### config.mk
export PLATFORM = sky130hd
export DESIGN_NAME = data_mem_initiator
export DESIGN_NICKNAME = d
export VERILOG_FILES = /design/src/rtl/data_mem_initiator.sv
export SDC_FILE = /design/constraint.sdc
export NUM_CORES = 1
export LEC_CHECK = 0
export CAP_MARGIN = 25
export CELL_PAD_IN_SITES_DETAIL_PLACEMENT = 1
export CELL_PAD_IN_SITES_GLOBAL_PLACEMENT = 1
export CORE_MARGIN = 3
export CORE_UTILIZATION = 35
export CTS_CLUSTER_DIAMETER = 30
export CTS_CLUSTER_SIZE = 10
export DETAILED_ROUTE_END_ITERATION = 16
export PLACE_DENSITY_LB_ADDON = 0.1
export SYNTH_ARGS = -nofsm -noshare
export SYNTH_HDL_FRONTEND = slang
export SYNTH_SLANG_ARGS = --single-unit
### constraint.sdc
create_clock -name clk -period 4.5 [get_ports clk]
set_input_delay 0.675 -clock clk [delete_from_list [all_inputs] [get_ports clk]]
set_output_delay 0.675 -clock clk [all_outputs]
set_load 0.005 [all_outputs]
### src/rtl/data_mem_initiator.sv
// data_mem_initiator: Wishbone-classic initiator for the pipeline data port.
// Handles byte-lane mapping, load extension, misalignment, timeout and flush.
module data_mem_initiator #(
    parameter int ADDR_WIDTH     = 10,
    parameter int TIMEOUT_CYCLES = 15
) (
    input  logic                  clk,
    input  logic                  rst,
    input  logic                  req_valid,
    output logic                  req_ready,
    input  logic                  req_wr,
    input  logic [2:0]            req_funct3,
    input  logic [ADDR_WIDTH-1:0] req_addr,
    input  logic [31:0]           req_data,
    input  logic                  flush,
    output logic                  done,
    output logic [31:0]           rd_data,
    output logic                  misaligned,
    output logic                  bus_err,
    output logic                  wb_cyc,
    output logic                  wb_stb,
    output logic                  wb_wr_en,
    output logic [ADDR_WIDTH-1:0] wb_addr,
    output logic [31:0]           wb_wr_data,
    output logic [3:0]            wb_wr_sel,
    input  logic                  wb_ack,
    input  logic                  wb_stall,
    input  logic [31:0]           wb_rd_data
);
    typedef enum logic [1:0] {IDLE, STROBE, WAIT} state_t;
    localparam int CW = $clog2(TIMEOUT_CYCLES + 1);

    state_t         state, state_nx;
    logic [CW-1:0]  cnt;
    logic [2:0]     f3_q;
    logic           accept, err, timeout;
    logic [1:0]     b;
    logic [3:0]     sel;
    logic [31:0]    wdat, sh, ext;

    assign req_ready = (state == IDLE);
    assign accept    = req_valid && !flush;
    assign b         = req_addr[1:0];
    assign err       = (req_funct3[1:0] == 2'b01 && b[0]) ||
                       (req_funct3[1:0] == 2'b10 && b != 2'b00) ||
                       (req_funct3[1:0] == 2'b11) ||
                       (req_wr && req_funct3[2]);
    assign timeout   = (cnt == CW'(TIMEOUT_CYCLES - 1));

    always_comb begin
        sel  = !req_wr ? 4'b0000 :
               req_funct3[1:0] == 2'b00 ? 4'b0001 << b :
               req_funct3[1:0] == 2'b01 ? (b[1] ? 4'b1100 : 4'b0011) :
               req_funct3[1:0] == 2'b10 ? 4'b1111 : 4'b0000;
        wdat = !req_wr ? 32'd0 :
               req_funct3[1:0] == 2'b00 ? {4{req_data[7:0]}} :
               req_funct3[1:0] == 2'b01 ? {2{req_data[15:0]}} : req_data;
        sh   = wb_rd_data >> {wb_addr[1:0], 3'b000};
        ext  = f3_q == 3'b000 ? {{24{sh[7]}}, sh[7:0]} :
               f3_q == 3'b100 ? {24'd0, sh[7:0]} :
               f3_q == 3'b001 ? {{16{sh[15]}}, sh[15:0]} :
               f3_q == 3'b101 ? {16'd0, sh[15:0]} : sh;
    end

    always_comb begin
        state_nx = state;
        case (state)
            IDLE:    state_nx = (accept && !err) ? STROBE : IDLE;
            STROBE:  state_nx = (flush || timeout) ? IDLE : (!wb_stall ? WAIT : STROBE);
            WAIT:    state_nx = (flush || wb_ack || timeout) ? IDLE : WAIT;
            default: state_nx = IDLE;
        endcase
    end

    always_ff @(posedge clk) begin
        if (rst) state <= IDLE;
        else     state <= state_nx;
    end

    always_ff @(posedge clk) begin
        if (rst) begin
            done       <= 1'b0;
            misaligned <= 1'b0;
            bus_err    <= 1'b0;
            wb_cyc     <= 1'b0;
            wb_stb     <= 1'b0;
            wb_wr_en   <= 1'b0;
            wb_addr    <= '0;
            wb_wr_data <= '0;
            wb_wr_sel  <= '0;
            rd_data    <= '0;
            f3_q       <= '0;
            cnt        <= '0;
        end else begin
            done       <= 1'b0;
            misaligned <= 1'b0;
            bus_err    <= 1'b0;
            case (state)
                IDLE: begin
                    if (accept && err) misaligned <= 1'b1;
                    else if (accept) begin
                        wb_cyc     <= 1'b1;
                        wb_stb     <= 1'b1;
                        wb_wr_en   <= req_wr;
                        wb_addr    <= req_addr;
                        wb_wr_sel  <= sel;
                        wb_wr_data <= wdat;
                        f3_q       <= req_funct3;
                        cnt        <= '0;
                    end
                end
                STROBE: begin
                    cnt <= cnt + 1'b1;
                    if (flush || timeout) begin
                        wb_cyc   <= 1'b0;
                        wb_stb   <= 1'b0;
                        wb_wr_en <= 1'b0;
                        bus_err  <= !flush;
                    end else if (!wb_stall) wb_stb <= 1'b0;
                end
                WAIT: begin
                    cnt <= cnt + 1'b1;
                    // flush beats ack, ack beats timeout
                    if (flush || wb_ack || timeout) begin
                        wb_cyc   <= 1'b0;
                        wb_wr_en <= 1'b0;
                        done     <= !flush && wb_ack;
                        bus_err  <= !flush && !wb_ack;
                    end
                    if (!flush && wb_ack && !wb_wr_en) rd_data <= ext;
                end
                default: ;
            endcase
        end
    end
endmodule

==> impl_metrics.json <==
{
  "n_antenna_cell": 0,
  "drt-initial-drc-count": 226,
  "r2r-end": "rd_data[30]",
  "rows": 40,
  "hold_path_class": "flop to flop",
  "place_congestion": 0.843,
  "crit_fanout": 11,
  "grt-ovfl-total": 0,
  "synth_nets": 563,
  "clock_skew_ns": 0.00486,
  "worstRegToRegCells": 5,
  "rrSetupSlack_ns": 2.17,
  "dp_hpwl_mm": 10.5,
  "initial_core_util_pct": 36.3,
  "ys_async_sr_fraction_pct": 0,
  "ios": 169,
  "netlist.area_leader.share_pct": 42.2,
  "required_ns": 4.70,
  "cp_cell_sequence": "clkdlybuf4s50_1 > nand4bb_1 > a311oi_4 > a211oi_1",
  "portBuffers": 168,
  "synth.largest_area_cell": "dfxtp_1",
  "cts_hold_buffers": 0,
  "synth-edff-count": 0,
  "drc": 0,
  "ys_seq_area_share_pct": 42.2,
  "synth_ff_type": "dfxtp_1",
  "cts_buffer_depth": 2,
  "fin_crit_sh_pct": 55.0,
  "htree_levels": 3,
  "slowest_delay_ns": 0.69,
  "setup_violations": 0,
  "clock.fmax_mhz": 404,
  "endpoint": "rd_data[29]",
  "ir_worst_vdd_v": 0.000165,
  "cts_tree": "done",
  "ant_nets": 0,
  "grt_max_degree": 60,
  "outcome": "completed",
  "cts.sinks": 93,
  "critPathLaunchType": "input pin",
  "pwr_density_cell_nw_per_um2": 282,
  "grt_usage_pct": 20.7,
  "fin_crit_ns": 2.48,
  "post_cts_buffers": 0,
  "worst_slew_pin_slew_ns": 1.01,
  "critPathKind": "input pin to flop",
  "synth_cell_types": 51,
  "grt_pass1_vias": 4384,
  "leakage_uw": 0.00222,
  "cts_made_buffers": 9,
  "vias_per_cell": 5.21,
  "rsz0062_at_grt": "no",
  "dr.pass1.iters": 6,
  "setup_tns_ns": 0,
  "totalWireLength_mm": 14.4,
  "final_common_cell": "clkdlybuf4s50_1",
  "insertion_delay_ns": 0.35,
  "slew_violations": 0,
  "hold_viol": 0,
  "wl_per_cell_um": 18.2,
  "power_uw": 1820,
  "grt_pass1_wl_mm": 23.5,
  "yosys_warnings": 0,
  "cpMaxStageDelayCell": "nand4bb_1",
  "clock-root-buffer": "clkbuf_16",
  "timing.rr.start": "wb_addr[0]",
  "die_h_um": 118,
  "fin_util_pct": 53.2,
  "die-area_um2": 14000,
  "cp-end-kind": "flop",
  "ys_seq_elements": 93,
  "fin_nets": 712,
  "crit_start": "flush",
  "synth_area_um2": 4410,
  "drv_cap": 0,
  "core_area_um2": 12200,
  "synth_cells": 473,
  "area_growth_pct": 46.6,
  "synthTopCellsByArea": "dfxtp_1 (42%), mux2i_1 (11%), o2bb2ai_1 (4.6%)",
  "die_w_um": 118,
  "avgSynthCellArea_um2": 9.33,
  "cts-resized-gates": 0,
  "max_slew_margin_pct": 32.5,
  "drive_gt1_share_pct": 7.34,
  "vias": 4139,
  "antenna_found_initial": 0,
  "layout_common_cells": "clkdlybuf4s50_1 (167), dfxtp_1 (93), nand2_1 (52)",
  "worst_ep_arrival_time_ns": 2.68,
  "whs_ns": 0.457,
  "clk_pin_slew_worst_paths_ns": 0.06
}
==> logic make-up after synthesis <==
| kind of cell | count (synthesis) | synth area share [%] |
|---|---|---|
| compound gates | 136 | 23.5 |
| fa+ha+maj | 6 | 1.70 |
| buf+inv | 45 | 4.71 |
| flops | 93 | 42.2 |
| mux | 58 | 13.7 |
| simple gates | 135 | 14.2 |
==> cells in the mapped netlist, types with 2 or more instances <==
cell / instances
dfxtp_1: 93
nand2_1: 52
mux2i_1: 49
nor2_1: 39
a21oi_1: 29
o2bb2ai_1: 23
a22o_1: 18
clkbuf_1: 18
a211oi_1: 17
o211ai_1: 15
buf_2: 13
nor3_1: 12
o21ai_0: 9
o31ai_1: 9
mux2_2: 8
inv_1: 7
ha_1: 6
nand3_1: 6
buf_1: 4
nor2b_1: 4
and3_1: 3
buf_6: 3
nand2b_1: 3
a211o_1: 2
a31oi_1: 2
nor2_2: 2
nor3b_1: 2
o2111ai_1: 2
==> layer usage <==
layer	vias up	part of all wire, %	track usage (%)
met3	25	5.1	5.17
met2	99	47	33.2
met5	-	0	0
li1	2035	-	-
met4	0	2.6	8.57
met1	1980	45	26.5
==> through the flow <==
step	instances	cell area (um2)	setup slack [ns]
2_1_floorplan	473	4410	2.37
3_3_place_gp	779	6180	1.67
3_5_place_dp	779	6180	1.63
4_1_cts	795	6470	1.99
5_1_grt	795	6470	1.77
6_report	795	6470	2.02
==> layout make-up <==
type / count / area, um2
clock buffers: 10 / 239
clock inverters: 6 / 48.8
fillers: 1379 / 5690
inverters: 7 / 26.3
multi-input cells: 335 / 2340
flip-flops and latches: 93 / 1860
well taps: 168 / 210
repair buffers: 176 / 1740
==> worst min-delay path by stage <==
stage                   startpoint              to  slack [ns]  cells after the start
floorplan               rd_data[0]      rd_data[0]        0.45                      2
global placement    wb_wr_data[14]  wb_wr_data[14]        0.45                      1
detailed placement  wb_wr_data[22]  wb_wr_data[22]        0.45                      1
CTS                     wb_addr[1]      wb_addr[1]        0.46                      2
global route         wb_wr_data[8]   wb_wr_data[8]        0.48                      1
finish                  wb_addr[1]      wb_addr[1]        0.46                      2
==> registers in the layout (all words and copies together), names as in the netlist <==
name	flops
wb_wr_data	32
cnt	4
done	1
wb_wr_sel	4
misaligned	1
wb_cyc	1
f3_q	3
wb_addr	10
state	2
bus_err	1
wb_stb	1
rd_data	32
wb_wr_en	1
==> critical path, delay by kind of cell <==
family / cells / cell delay [ns]
buffers and inverters: 1 / 0.51
and+or+nand+nor: 1 / 0.69
AOI/OAI and AO/OA: 2 / 0.79
==> where the power goes <==
group,leakage (uW),total (uW),switching (uW),internal [uW]
registers,0.000751,842,7.45,835
logic,0.00134,245,114,131
clock network,0.000131,735,343,393
No activity file was read; power rests on OpenSTA's default activity.
